--- src/rtl/nibble_seq_alu_if.sv ---
// Request/response bundle for nibble_seq_alu: operands and controls in,
// handshake status, result and flags out.
interface nibble_seq_alu_if;
    logic        start;
    logic [15:0] a;
    logic [15:0] b;
    logic        sub;
    logic        mode;
    logic        ready;
    logic        busy;
    logic        done;
    logic [15:0] result;
    logic        flag_z;
    logic        flag_n;
    logic        flag_v;

    modport master (
        output start, a, b, sub, mode,
        input  ready, busy, done, result, flag_z, flag_n, flag_v
    );

    modport slave (
        input  start, a, b, sub, mode,
        output ready, busy, done, result, flag_z, flag_n, flag_v
    );
endinterface

--- src/rtl/nibble_seq_alu.sv ---
// 16-bit saturating add/subtract built on one 4-bit lane, one nibble per cycle
// LSB first; mode 1 turns the four nibbles into independent saturating lanes.
module nibble_seq_alu (
    input  logic              clk,
    input  logic              rst,
    nibble_seq_alu_if.slave   bus
);
    typedef enum logic [1:0] {IDLE, RUN, DONE} state_t;

    state_t      state_reg, state_next;
    logic [15:0] a_reg, b_reg;
    logic        sub_reg, mode_reg;
    logic [1:0]  idx_reg;
    logic        carry_reg;
    logic [15:0] partial_reg;
    logic        vacc_reg;
    logic [15:0] result_reg;
    logic        flag_z_reg, flag_n_reg, flag_v_reg;

    logic        accept;
    logic [3:0]  a_nibs [4];
    logic [3:0]  b_nibs [4];
    logic [3:0]  nib_a, eff_b, lane_out;
    logic        cin, lane_ovf;
    logic [4:0]  sum5;
    logic [15:0] merged;
    logic        ovf16, v_final;
    logic [15:0] final_result;

    // State register
    always_ff @(posedge clk) begin
        if (rst) state_reg <= IDLE;
        else     state_reg <= state_next;
    end

    // Next-state logic; start is ignored while RUN
    always_comb begin
        state_next = state_reg;
        case (state_reg)
            IDLE:    if (bus.start) state_next = RUN;
            RUN:     if (idx_reg == 2'd3) state_next = DONE;
            DONE:    state_next = bus.start ? RUN : IDLE;
            default: state_next = IDLE;
        endcase
    end

    // Status outputs
    always_comb begin
        bus.ready = 1'b0;
        bus.busy  = 1'b0;
        bus.done  = 1'b0;
        case (state_reg)
            IDLE:    bus.ready = 1'b1;
            RUN:     bus.busy  = 1'b1;
            DONE: begin
                bus.ready = 1'b1;
                bus.done  = 1'b1;
            end
            default: bus.ready = 1'b0;
        endcase
    end

    assign accept = (state_reg != RUN) && bus.start;

    genvar gi;
    generate
        for (gi = 0; gi < 4; gi++) begin : g_nib
            assign a_nibs[gi] = a_reg[gi*4 +: 4];
            assign b_nibs[gi] = b_reg[gi*4 +: 4];
            // Drop the freshly computed lane into its slot of the partial result
            assign merged[gi*4 +: 4] = (idx_reg == 2'(gi)) ? lane_out
                                                           : partial_reg[gi*4 +: 4];
        end
    endgenerate

    // The single 4-bit lane; carries chain only in full-width mode
    always_comb begin
        nib_a    = a_nibs[idx_reg];
        eff_b    = sub_reg ? ~b_nibs[idx_reg] : b_nibs[idx_reg];
        cin      = (mode_reg || idx_reg == 2'd0) ? sub_reg : carry_reg;
        sum5     = {1'b0, nib_a} + {1'b0, eff_b} + {4'b0000, cin};
        lane_ovf = (nib_a[3] == eff_b[3]) && (sum5[3] != nib_a[3]);
        lane_out = sum5[3:0];
        if (mode_reg && lane_ovf)
            lane_out = nib_a[3] ? 4'h8 : 4'h7;
    end

    // On the last nibble the lane sign rule is exactly the 16-bit overflow rule
    always_comb begin
        ovf16        = !mode_reg && lane_ovf;
        v_final      = ovf16 || (mode_reg && (vacc_reg || lane_ovf));
        final_result = merged;
        if (ovf16)
            final_result = a_reg[15] ? 16'h8000 : 16'h7FFF;
    end

    always_ff @(posedge clk) begin
        if (rst) begin
            a_reg       <= '0;
            b_reg       <= '0;
            sub_reg     <= 1'b0;
            mode_reg    <= 1'b0;
            idx_reg     <= '0;
            carry_reg   <= 1'b0;
            partial_reg <= '0;
            vacc_reg    <= 1'b0;
            result_reg  <= '0;
            flag_z_reg  <= 1'b0;
            flag_n_reg  <= 1'b0;
            flag_v_reg  <= 1'b0;
        end else if (accept) begin
            a_reg       <= bus.a;
            b_reg       <= bus.b;
            sub_reg     <= bus.sub;
            mode_reg    <= bus.mode;
            idx_reg     <= '0;
            carry_reg   <= 1'b0;
            partial_reg <= '0;
            vacc_reg    <= 1'b0;
            result_reg  <= '0;
            flag_z_reg  <= 1'b0;
            flag_n_reg  <= 1'b0;
            flag_v_reg  <= 1'b0;
        end else if (state_reg == RUN) begin
            idx_reg     <= idx_reg + 2'd1;
            carry_reg   <= sum5[4];
            partial_reg <= merged;
            vacc_reg    <= vacc_reg || (mode_reg && lane_ovf);
            if (idx_reg == 2'd3) begin
                result_reg <= final_result;
                flag_z_reg <= (final_result == 16'h0000);
                flag_n_reg <= final_result[15];
                flag_v_reg <= v_final;
            end
        end
    end

    assign bus.result = result_reg;
    assign bus.flag_z = flag_z_reg;
    assign bus.flag_n = flag_n_reg;
    assign bus.flag_v = flag_v_reg;
endmodule

--- src/flat_wrapper.sv ---
// flat-port wrapper written by rule: the top's interface ports become plain ports
module nibble_seq_alu_flat 
  (clk, rst, bus_start, bus_a, bus_b, bus_sub, bus_mode, bus_ready, bus_busy, bus_done, bus_result, bus_flag_z, bus_flag_n, bus_flag_v);
  nibble_seq_alu_if bus_i ();
  input  logic clk;
  input  logic rst;
  input wire logic [$bits(bus_i.start)-1:0] bus_start;
  input wire logic [$bits(bus_i.a)-1:0] bus_a;
  input wire logic [$bits(bus_i.b)-1:0] bus_b;
  input wire logic [$bits(bus_i.sub)-1:0] bus_sub;
  input wire logic [$bits(bus_i.mode)-1:0] bus_mode;
  output wire logic [$bits(bus_i.ready)-1:0] bus_ready;
  output wire logic [$bits(bus_i.busy)-1:0] bus_busy;
  output wire logic [$bits(bus_i.done)-1:0] bus_done;
  output wire logic [$bits(bus_i.result)-1:0] bus_result;
  output wire logic [$bits(bus_i.flag_z)-1:0] bus_flag_z;
  output wire logic [$bits(bus_i.flag_n)-1:0] bus_flag_n;
  output wire logic [$bits(bus_i.flag_v)-1:0] bus_flag_v;
  assign bus_i.start = bus_start;
  assign bus_i.a = bus_a;
  assign bus_i.b = bus_b;
  assign bus_i.sub = bus_sub;
  assign bus_i.mode = bus_mode;
  assign bus_ready = bus_i.ready;
  assign bus_busy = bus_i.busy;
  assign bus_done = bus_i.done;
  assign bus_result = bus_i.result;
  assign bus_flag_z = bus_i.flag_z;
  assign bus_flag_n = bus_i.flag_n;
  assign bus_flag_v = bus_i.flag_v;
  nibble_seq_alu u_core (.clk(clk), .rst(rst), .bus(bus_i));
endmodule
--- config.mk ---
export PLATFORM = sky130hd
export DESIGN_NAME = nibble_seq_alu_flat
export DESIGN_NICKNAME = d
export VERILOG_FILES = /design/src/rtl/nibble_seq_alu_if.sv /design/src/rtl/nibble_seq_alu.sv /design/src/flat_wrapper.sv
export SDC_FILE = /design/constraint.sdc
export NUM_CORES = 1
export LEC_CHECK = 0
export ABC_AREA = 1
export ABC_CLOCK_PERIOD_IN_PS = 7000
export CORE_MARGIN = 3
export CORE_UTILIZATION = 45
export DETAILED_ROUTE_END_ITERATION = 10
export HOLD_SLACK_MARGIN = 0.1
export PLACE_DENSITY = 0.73
export SLEW_MARGIN = 20
export SYNTH_ARGS = -nofsm -noshare
export SYNTH_HDL_FRONTEND = slang
export SYNTH_SLANG_ARGS = --single-unit
--- constraint.sdc ---
create_clock -name clk -period 7 [get_ports clk]
set_input_delay 0.7 -clock clk [delete_from_list [all_inputs] [get_ports clk]]
set_output_delay 0.7 -clock clk [all_outputs]
set_load 0.02 [all_outputs]
==> Word level (Yosys, flattened, before mapping) <==
Index checks and enable logic that the tools add are counted.
{ "word_totals": {"regBits": 75, "output_inout_bits": 22, "wordCells": 69} }
{ "classes": {"addsub": 3, "magnitude_cmp": 1, "n_eq_ne": 10, "mux": 23, "bitwise_logic": 2, "reduce_logical": 17} }
{ "op_table": {"columns": ["cell", "count"], "rows": [
  ["two-way mux 4 bit", 11],
  ["two-way mux 16 bit", 2],
  ["binary-select mux 4 bit (select 2 bit)", 2],
  ["zero test 16 bit", 1],
  ["equality test 2 bit (second input constant)", 3],
  ["case mux 2 bit (3 select lines)", 1],
  ["adder 4 x 4 -> 5 bit", 1],
  ["adder 5 x 1 -> 5 bit", 1],
  ["logical AND 1 bit", 5],
  ["two-way mux 1 bit", 5],
  ["equality test 2 x 1 -> 1 bit (second input constant)", 2],
  ["zero test 2 bit", 2],
  ["logical OR 1 bit", 4],
  ["two-way mux 2 bit", 2],
  ["!= test 2 x 1 -> 1 bit (second input constant)", 2],
  ["NOT 4 bit", 1],
  ["AND reduction 2 bit", 2],
  ["OR reduction 2 bit", 2],
  ["greater-or-equal comparator 3 bit (second input constant)", 1],
  ["NOT 2 -> 3 bit", 1],
  ["adder 2 x 1 -> 2 bit (second input constant)", 1],
  ["!= test 2 bit (second input constant)", 1],
  ["equality test 1 bit", 1],
  ["zero test 1 bit", 1],
  ["!= test 1 bit", 1]
]} }

==> Longest topological paths before layout <==
Gate-level depths: netlist of run 1.
{ "logic_depth": {"ltp_word": 15, "mapped_depth": 27, "mapped_depth_nobuf": 23} }

==> Worst setup path after synthesis of run 1 <==
No wires, ideal clock.
{ "synth_timing": {"path_type": "reg2reg", "from": "register u_core.idx_reg[0]", "to": "register u_core.flag_z_reg (netlist: u_core.bus.flag_z)", "setup_ps": 66, "arrival_ps": 3261, "t_required_ps": 6934, "path_slack_ps": 3673, "path_stages_with_launch": 25, "path_buffers": 5, "period_less_slack_ps": 3327, "path_cell_list": "dfxtp_1 -> buf_6 -> inv_4 -> clkbuf_1 -> clkbuf_1 -> ha_1 -> clkbuf_1 -> nor2_1 -> nand2_1 -> o21ai_0 -> fa_1 -> inv_1 -> nand2_1 -> nand2_1 -> nand3_1 -> nand2_2 -> nand3_2 -> buf_2 -> nand3_1 -> nand2_1 -> inv_1 -> nand2_1 -> nor2_1 -> nand2_1 -> a21oi_2"} }
{ "synth_via": {"elab_chain_cells": 15, "word_cells_on_any_way": 31, "cone_classes": "add/sub: 2; eq/ne: 5; mux: 15; bitwise: 2; reduce/logical: 7"} }
{ "synth_lines": {"columns": ["item", "line", "text"], "rows": [
  ["from (decl)", "nibble_seq_alu.sv:13", "logic [1:0] idx_reg;"],
  ["from (signal assigned)", "nibble_seq_alu.sv:125", "idx_reg <= idx_reg + 2'd1;"],
  ["NOT 2 -> 3 bit (not written as such)", "nibble_seq_alu.sv:78, nibble_seq_alu.sv:79", null],
  ["binary-select mux 4 bit (select 2 bit)", "nibble_seq_alu.sv:79", "eff_b = sub_reg ? ~b_nibs[idx_reg] : b_nibs[idx_reg];"],
  ["two-way mux 4 bit (not written as such) (2 in series)", "nibble_seq_alu.sv:79", null],
  ["NOT 4 bit", "nibble_seq_alu.sv:79", null],
  ["two-way mux 4 bit", "nibble_seq_alu.sv:79", null],
  ["adder 4 x 4 -> 5 bit", "nibble_seq_alu.sv:81", "sum5 = {1'b0, nib_a} + {1'b0, eff_b} + {4'b0000, cin};"],
  ["adder 5 x 1 -> 5 bit", "nibble_seq_alu.sv:81", null],
  ["!= test 1 bit", "nibble_seq_alu.sv:82", "lane_ovf = (nib_a[3] == eff_b[3]) && (sum5[3] != nib_a[3]);"],
  ["logical AND 1 bit", "nibble_seq_alu.sv:82", null],
  ["logical AND 1 bit", "nibble_seq_alu.sv:84", "if (mode_reg && lane_ovf)"],
  ["two-way mux 4 bit", "nibble_seq_alu.sv:84", null],
  ["two-way mux 4 bit", "nibble_seq_alu.sv:71", "assign merged[gi*4 +: 4] = (idx_reg == 2'(gi)) ? lane_out"],
  ["two-way mux 16 bit", "nibble_seq_alu.sv:93", "if (ovf16)"],
  ["zero test 16 bit", "nibble_seq_alu.sv:131", "flag_z_reg <= (final_result == 16'h0000);"],
  ["to (signal assigned)", "nibble_seq_alu.sv:131", null],
  ["to (decl)", "nibble_seq_alu.sv:18", "logic flag_z_reg, flag_n_reg, flag_v_reg;"]
]} }
Several ways; a longest one is shown, not always the timed one. The select of a mux whose other input is x is not followed.
A chain may end at the register's enable or synchronous reset.

==> Final worst setup path of run 1 <==
Ends and elaborated chain as after synthesis.

==> results.json, run 1 <==
{
  "final_area_sq_mm": 0.00441,
  "grt_pass1_vias": 3220,
  "rows": 31,
  "cts_setup_buffers": 0,
  "antenna_left": 0,
  "antenna_found_initial": 0,
  "synth_ff_type": "dfxtp_1",
  "finalSetupViolCount": 0,
  "seq_area_frac_synth_pct": 41.3,
  "worstSetupPathType": "flop to flop",
  "async_reset_ff_share_pct": 0,
  "synth_seq_cells": 74,
  "vias": 3412,
  "p_leak_nw": 1.85,
  "worstPathRequired_ns": 7.29,
  "hold_ws_ns": 0.467,
  "crit_arrival_ns": 4.20,
  "clockPowerShare_pct": 36.1,
  "drv_cap": 0,
  "combPwrFrac_pct": 20.8,
  "yosysWarnings": 0,
  "crit_path_max_fanout": 23,
  "tightest_slew_ns": 1.03,
  "viasPerCell": 5.28,
  "coreArea_sq_mm": 0.00749,
  "timing.fmax_ghz": 0.256,
  "cts_hold_buf": 0,
  "clk_path_buf_depth": 2,
  "worst_hold_path_type": "flop to flop",
  "grt_usage_pct": 21.1,
  "syn_area_sq_mm": 0.00359,
  "cts_buffers": 9,
  "power_per_cell_area_mw_per_mm2": 238,
  "fin_setup_tns_ns": 0,
  "grt_max_degree": 43,
  "cts_max_level": 3,
  "portBuffers": 58,
  "root_buffer": "clkbuf_8",
  "synth.most_common_cell": "nand2_1",
  "globalplace.congestion": 0.923,
  "dpl_cell_area_sq_mm": 0.00418,
  "cts_num_sinks": 74,
  "cts.clk_slew.worst_paths_ns": 0.07,
  "clk_latency_ns": 0.36,
  "yosys-top-cells-count": "nand2_1 (119), dfxtp_1 (74), a21oi_1 (64)",
  "start_kind": "flop",
  "p_int_mw": 0.741,
  "initial_core_util_pct": 48.0,
  "final_nets": 588,
  "post-place-ws_ns": 3.20,
  "routed_wirelength_mm": 8.88,
  "first_pass_iters": 4,
  "wl_per_cell_microns": 13.7,
  "finalCriticalPeriod_ns": 3.91,
  "dp_hpwl_mm": 6.20,
  "skew_ns": 0.00548,
  "fp.dieH_microns": 95.3,
  "yosys.area.top_type": "dfxtp_1",
  "period_share_pct": 55.9,
  "worst_slack_ns": 3.09,
  "hold_viol": 0,
  "relSlewSlack_pct": 31.5,
  "crit_path_end_kind": "flop",
  "cts_resized": 0,
  "drcViolationCount": 0,
  "synth_cells": 499,
  "syn_avg_cell_area_sq_um": 7.20,
  "switching_share_pct": 29.4,
  "synth_edf_count": 0,
  "syn_nets": 545,
  "die_area_sq_mm": 0.00909,
  "syn_to_final_growth_pct": 22.9,
  "synth_area_leaders": "dfxtp_1 (41%), nand2_1 (12%), a21oi_1 (8.9%)",
  "ys_types": 34,
  "status": "finished clean",
  "synth_top_cell_area_share_pct": 41.3,
  "slew_viol_final": 0,
  "seqPwrFrac_pct": 43.1,
  "cts_tree": "yes",
  "vdd_drop_max_mv": 0.129,
  "rsz0062_at_grt": "false",
  "switching_power_mw": 0.308,
  "drive_above_1_share_pct": 9.32,
  "diodes": 0,
  "grt_pass1_wl_mm": 15.1,
  "overflow": 0,
  "die_x_microns": 95.3,
  "drt_iter0_drc": 236,
  "ioPinCount": 59
}
==> worst max-delay path: stages (launching register included) <==
cell,delay [ns]
dfxtp_1,0.76
inv_4,0.22
ha_1,0.36
nor2_1,0.16
o21ai_0,0.13
fa_1,0.44
inv_1,0.10
nand3_1,0.08
nand3_1,0.14
nand2_4,0.08
nand3_2,0.24
nor2_1,0.11
nor2_2,0.46
nand2_1,0.10
inv_1,0.09
nand2_1,0.06
nor2_1,0.11
nand2_1,0.08
a21oi_2,0.11
==> worst paths after layout <==
path | startpoint | to | slack (ns) | cells after the start
setup / recovery | u_core.idx_reg[0] | u_core.bus.flag_z | 3.09 | 18
hold / removal | u_core.b_reg[2] | u_core.b_reg[2] | 0.47 | 2
setup reg to reg | u_core.idx_reg[0] | u_core.bus.flag_z | 3.09 | 18
hold reg to reg | u_core.b_reg[2] | u_core.b_reg[2] | 0.47 | 2
==> power by group through the flow <==
| stage | Clock, mW | Combinational (mW) | Sequential [mW] |
|---|---|---|---|
| finish | 0.379 | 0.218 | 0.453 |
| global route | 0.402 | 0.245 | 0.455 |
| CTS | 0.385 | 0.215 | 0.452 |
| detailed placement | 0 | 0.213 | 0.461 |
| global placement | 0 | 0.209 | 0.461 |
| floorplan | 0 | 0.156 | 0.457 |
==> through the flow <==
step / std cells / util [%] / total power, mW
global placement: 630 / 55.9 / 0.671
global route: 646 / 58.9 / 1.10
detailed placement: 630 / 55.9 / 0.674
CTS: 646 / 58.9 / 1.05
finish: 646 / 58.9 / 1.05
floorplan: 499 / - / 0.613
==> final cells by class <==
| class | count | area (sq um) |
|---|---|---|
| fill | 683 | 3070 |
| multi-input combinational | 354 | 1820 |
| sequential | 74 | 1480 |
| timing repair buffer | 60 | 596 |
| inverter | 43 | 164 |
| clock buffer | 12 | 155 |
| tap | 99 | 124 |
| clock inverter | 4 | 73.8 |
==> layout by cell type, fill, tap and decap left out, drive strengths merged <==
cell	count
a211oi	9
a21oi	65
a32o	2
a32oi	1
buf	2
bufinv	2
clkbuf	12
clkdlybuf4s50	58
clkinv	3
dfxtp	74
fa	2
ha	7
inv	42
nand2	127
nand3	35
nand4	1
nor2	37
o211ai	6
o21ai	42
o22ai	3
or2	12
xnor2	1
xor2	4
==> cell families after synthesis <==
| family | Yosys count | synth area share, % |
|---|---|---|
| xor gates and xnor gates | 5 | 1.22 |
| adders and majority gates | 9 | 3.55 |
| DFF | 74 | 41.3 |
| and+or+nand+nor | 212 | 26.4 |
| AOI/OAI and AO/OA | 128 | 19.5 |
| buffers and inverters | 71 | 8.12 |
==> layer usage <==
metal,vias to the layer above,track usage [%],share of wire [%]
met4,0,7.93,1.9
met2,117,32.2,45
met3,17,5.92,6.3
met5,-,0,0
li1,1724,-,-
met1,1554,28.5,47
No activity file was read; power rests on OpenSTA's default activity.
==> run 2: changes to the inputs <==
Settings changed: ABC_CLOCK_PERIOD_IN_PS 7000 to 3700.
Clock period 7 ns to 3.7 ns, I/O delays scaled along.
==> run 2 against run 1 <==
Sequential power is 88% higher. Worst hold slack improved by 0.0017 ns. Final cell count rose by 0.77%. Final area up 0.62%. Utilization increased by 0.37 points. Die area is the same. Global-route usage is 0.54 points lower. Critical path type unchanged. First-iteration DRC count is 16% higher. Highest routed layer unchanged.
==> results.json, run 2 (synthesis gave the netlist of run 1 again) <==
{
  "grt_usage_pct": 20.6,
  "p_leak_nw": 1.86,
  "cts_max_level": 3,
  "final_nets": 593,
  "fp.dieH_microns": 95.3,
  "vdd_drop_max_mv": 0.265,
  "fin_setup_tns_ns": 0,
  "cts.clk_slew.worst_paths_ns": 0.08,
  "cts_setup_buffers": 0,
  "worst_hold_path_type": "flop to flop",
  "drcViolationCount": 0,
  "clk_path_buf_depth": 2,
  "drt_iter0_drc": 273,
  "timing.fmax_ghz": 0.304,
  "syn_to_final_growth_pct": 23.6,
  "first_pass_iters": 4,
  "finalSetupViolCount": 0,
  "grt_pass1_vias": 3266,
  "portBuffers": 58,
  "skew_ns": 0.0140,
  "drv_cap": 0,
  "viasPerCell": 5.20,
  "tightest_slew_ns": 0.518,
  "coreArea_sq_mm": 0.00749,
  "finalCriticalPeriod_ns": 3.29,
  "diodes": 0,
  "slew_viol_final": 0,
  "routed_wirelength_mm": 8.82,
  "final_cell_mix": "nand2_1 (119), dfxtp_1 (73), a21oi_1 (64)",
  "relSlewSlack_pct": 65.4,
  "crit_path_end_kind": "flop",
  "overflow": 0,
  "die_x_microns": 95.3,
  "power_per_cell_area_mw_per_mm2": 436,
  "start_kind": "flop",
  "cts_tree": "yes",
  "final_common_cell": "nand2_1",
  "drive_above_1_share_pct": 10.5,
  "root_buffer": "clkbuf_8",
  "initial_core_util_pct": 48.0,
  "status": "finished clean",
  "clockPowerShare_pct": 34.3,
  "rsz0062_at_grt": "false",
  "worstSetupPathType": "flop to flop",
  "worstPathRequired_ns": 4.00,
  "ioPinCount": 59,
  "wl_per_cell_microns": 13.6,
  "dp_hpwl_mm": 6.35,
  "vias": 3386,
  "rows": 31,
  "clk_latency_ns": 0.36,
  "cts_buffers": 9,
  "die_area_sq_mm": 0.00909,
  "grt_max_degree": 42,
  "power_mw": 1.94,
  "hold_viol": 0,
  "switching_share_pct": 30.8,
  "antenna_found_initial": 0,
  "seqPwrFrac_pct": 44.0,
  "globalplace.congestion": 0.930,
  "crit_path_max_fanout": 17,
  "grt_pass1_wl_mm": 14.7,
  "cts_num_sinks": 74,
  "combPwrFrac_pct": 21.7,
  "switching_power_mw": 0.598,
  "antenna_left": 0,
  "p_int_mw": 1.34,
  "period_share_pct": 88.8,
  "crit_arrival_ns": 3.59
}
run 2: cell types whose count changed in the layout (fill, tap and decap cells not counted), sizes merged:
cell / before / now
bufinv: 2 / 1
clkbuf: 12 / 11
clkinv: 3 / 1
inv: 42 / 43
clkinvlp: 0 / 3
buf: 2 / 7
run 2: power groups by stage:
stage	clock network [mW]	registers [mW]	logic [mW]
floorplan	0	0.864	0.295
global placement	0	0.870	0.407
detailed placement	0	0.871	0.414
CTS	0.672	0.853	0.416
global route	0.701	0.857	0.476
finish	0.664	0.853	0.421
run 2: critical path, cell delays in order (launching register included):
cell	delay, ns
dfxtp_2	0.38
inv_2	0.21
ha_1	0.38
nor2_1	0.09
nand2_1	0.06
o21ai_0	0.10
fa_1	0.42
inv_1	0.10
nand2_1	0.05
nand2_1	0.07
nand3_1	0.14
nor2_2	0.15
nand2_2	0.19
nand2_1	0.22
a21oi_1	0.09
buf_4	0.15
nor2_1	0.10
nand2_1	0.05
nor2_1	0.10
nand2_1	0.07
a21oi_2	0.11
run 2: area by class of cell:
cell class / instances / area (sq um)
clock buffer: 11 / 151
clock inverter: 5 / 61.3
fill: 681 / 3050
inverter: 43 / 164
multi-input combinational: 354 / 1820
sequential: 74 / 1480
tap: 99 / 124
timing repair buffer: 65 / 633
run 2: stage by stage:
step / std cells / setup slack [ns] / hold slack (ns) / cell area [sq um] / utilization (%)
finish: 651 / 0.413 / 0.469 / 4440 / 59.3
global route: 651 / 0.0637 / 0.485 / 4440 / 59.3
CTS: 651 / 0.281 / 0.464 / 4430 / 59.2
detailed placement: 635 / 0.292 / 0.453 / 4220 / 56.4
global placement: 635 / 0.441 / 0.453 / 4220 / 56.4
floorplan: 499 / 0.373 / 0.440 / 3590 / -
run 2: layer usage:
metal  up-vias  GRT usage [%]  routed length (microns)
met4         0           9.01                      199
met3        17           4.74                      416
met5         -              0                        0
met1      1560           27.5                     4390
li1       1731              -                        -
met2        78           31.7                     3820
run 2: what timing repair did:
action | CTS | global route
endpoints found under the setup margin | 0 | 1
hold buffers | 0 | 0
resized for setup | 0 | 2
run 2: worst paths after layout:
path                           from                end  slack, ns  cells past startpoint
setup / recovery  u_core.idx_reg[1]  u_core.bus.flag_z       0.41                     20
hold / removal      u_core.b_reg[6]    u_core.b_reg[6]       0.47                      2
setup reg to reg  u_core.idx_reg[1]  u_core.bus.flag_z       0.41                     20
hold reg to reg     u_core.b_reg[6]    u_core.b_reg[6]       0.47                      2
==> run 3: changes to the inputs <==
Settings changed: DONT_BUFFER_PORTS set to 1, PLACE_DENSITY 0.73 to 0.64.
==> run 3 against run 2 <==
Utilization fell by 7.7 points. Critical path depth did not move. Worst setup slack improved by 0.033 ns.
==> results.json, run 3 (synthesis gave the netlist of run 1 again) <==
{
  "placedCellCount": 576,
  "worstPathRequired_ns": 3.94,
  "skew_ns": 0.0109,
  "slew_viol_final": 0,
  "status": "finished clean",
  "cp_cell_sequence": "inv_2, ha_1, nor2_1, nand2_1, o21ai_0, fa_1, inv_1, nand2_1, nand2_1, nand3_1, nand2_2, nand3_2, nor2_1, nor2_4, nand2_1, inv_1, nand2_1, nor2_1, nand2_1, a21oi_2",
  "dp_hpwl_mm": 5.85,
  "ioPinCount": 59,
  "finalNonFillerCells": 593,
  "timing.fmax_ghz": 0.307,
  "final_common_cell": "nand2_1",
  "cts_num_sinks": 74,
  "first_pass_iters": 5,
  "drcViolationCount": 0,
  "die_area_sq_mm": 0.00909,
  "power_per_cell_area_mw_per_mm2": 486,
  "grt_pass1_wl_mm": 14.3,
  "relSlewSlack_pct": 70.9,
  "worst_hold_path_type": "input pin to flop",
  "crit_path_frequent_cell": "nand2_1",
  "hold_viol": 0,
  "cpPeakStageDelay_ns": 0.43,
  "vdd_drop_max_mv": 0.265,
  "fin_setup_tns_ns": 0,
  "finalSetupViolCount": 0,
  "grt_usage_pct": 20.0,
  "globalplace.congestion": 0.907,
  "die_x_microns": 95.3,
  "worstPathBufferInverterCount": 3,
  "tightest_slew_ns": 0.436,
  "antenna_found_initial": 0,
  "grt_max_degree": 42,
  "antenna_left": 0,
  "routed_wirelength_mm": 8.34,
  "finalCriticalPeriod_ns": 3.25,
  "cts_setup_buffers": 0,
  "crit_arrival_ns": 3.49,
  "vias": 3090,
  "cts_tree": "yes",
  "drv_cap": 0,
  "crit_path_max_fanout": 17,
  "wl_per_cell_microns": 14.1,
  "initial_core_util_pct": 48.0,
  "syn_to_final_growth_pct": 7.67,
  "dpl_cell_area_sq_mm": 0.00363,
  "cts_max_level": 3,
  "cts.clk_slew.worst_paths_ns": 0.09,
  "overflow": 0,
  "clk_latency_ns": 0.35,
  "final_nets": 535,
  "p_leak_nw": 1.65,
  "worst_slack_ns": 0.447,
  "final_area_sq_mm": 0.00387,
  "portBuffers": 0,
  "grt_pass1_vias": 2997,
  "diodes": 0,
  "coreArea_sq_mm": 0.00749,
  "drive_above_1_share_pct": 11.5,
  "cts_buffers": 9,
  "viasPerCell": 5.21,
  "clk_path_buf_depth": 2,
  "cp_slowest_cell": "fa_1",
  "crit_path_end_kind": "flop",
  "rsz0062_at_grt": "false",
  "fp.dieH_microns": 95.3,
  "hold_ws_ns": 0.149,
  "rows": 31,
  "start_kind": "flop",
  "drt_iter0_drc": 197,
  "final_cell_mix": "nand2_1 (119), dfxtp_1 (74), a21oi_1 (64)",
  "root_buffer": "clkbuf_8",
  "critical-path-top-delay-family": "simple AND/OR/NAND/NOR gates",
  "worstSetupPathType": "flop to flop",
  "period_share_pct": 87.9,
  "post-place-ws_ns": 0.379
}
-- run 3: power by group --
| part | switching (mW) | internal [mW] | total, mW |
|---|---|---|---|
| clock network | 0.319 | 0.337 | 0.656 |
| registers | 0.0214 | 0.831 | 0.852 |
| logic | 0.249 | 0.124 | 0.372 |
| total | 0.589 | 1.29 | 1.88 |
-- run 3: worst register-to-register path, delay by kind of cell (launching register included) --
family | cells | cell delay (ns)
AND/OR/NAND/NOR | 13 | 1.56
flip-flops | 1 | 0.32
AO/OA/AOI/OAI | 2 | 0.15
buffers and inverters | 3 | 0.33
adder cells (fa/ha/maj) | 2 | 0.80
-- run 3: path summary, 6_finish.rpt --
check	startpoint	depth (start not counted)	endpoint	slack, ns
worst min-delay path	bus_b[12]	2	u_core.b_reg[12]	0.15
worst max register to register	u_core.idx_reg[1]	20	u_core.bus.flag_z	0.45
worst min register to register	u_core.a_reg[14]	2	u_core.a_reg[14]	0.47
worst max-delay path	u_core.idx_reg[1]	20	u_core.bus.flag_z	0.45
-- run 3: layout make-up --
type / count / area, sq um
fillers: 721 / 3620
multi-input cells: 354 / 1820
flip-flops and latches: 74 / 1480
inverters: 43 / 164
clock buffers: 10 / 138
well taps: 99 / 124
clock inverters: 6 / 71.3
repair buffers: 7 / 65.1
-- run 3: timing repair --
item / in CTS / in global routing
endpoints found under the setup margin: 0 / 1
hold buffers: 1 / 0
hold endpoints to repair: 36 / 0
resized for setup: 0 / 1
-- run 3: routing by layer --
metal	global-route usage (%)	part of all wire (%)
met4	6.49	0.95
met2	30.4	44
met5	0	0
met1	28.2	49
met3	4.42	5.7
-- run 3: metrics by stage --
step | util [%] | power (mW)
finish | 51.6 | 1.88
global route | 51.6 | 1.99
CTS | 51.6 | 1.89
detailed placement | 48.5 | 1.23
global placement | 48.5 | 1.23
floorplan | - | 1.16
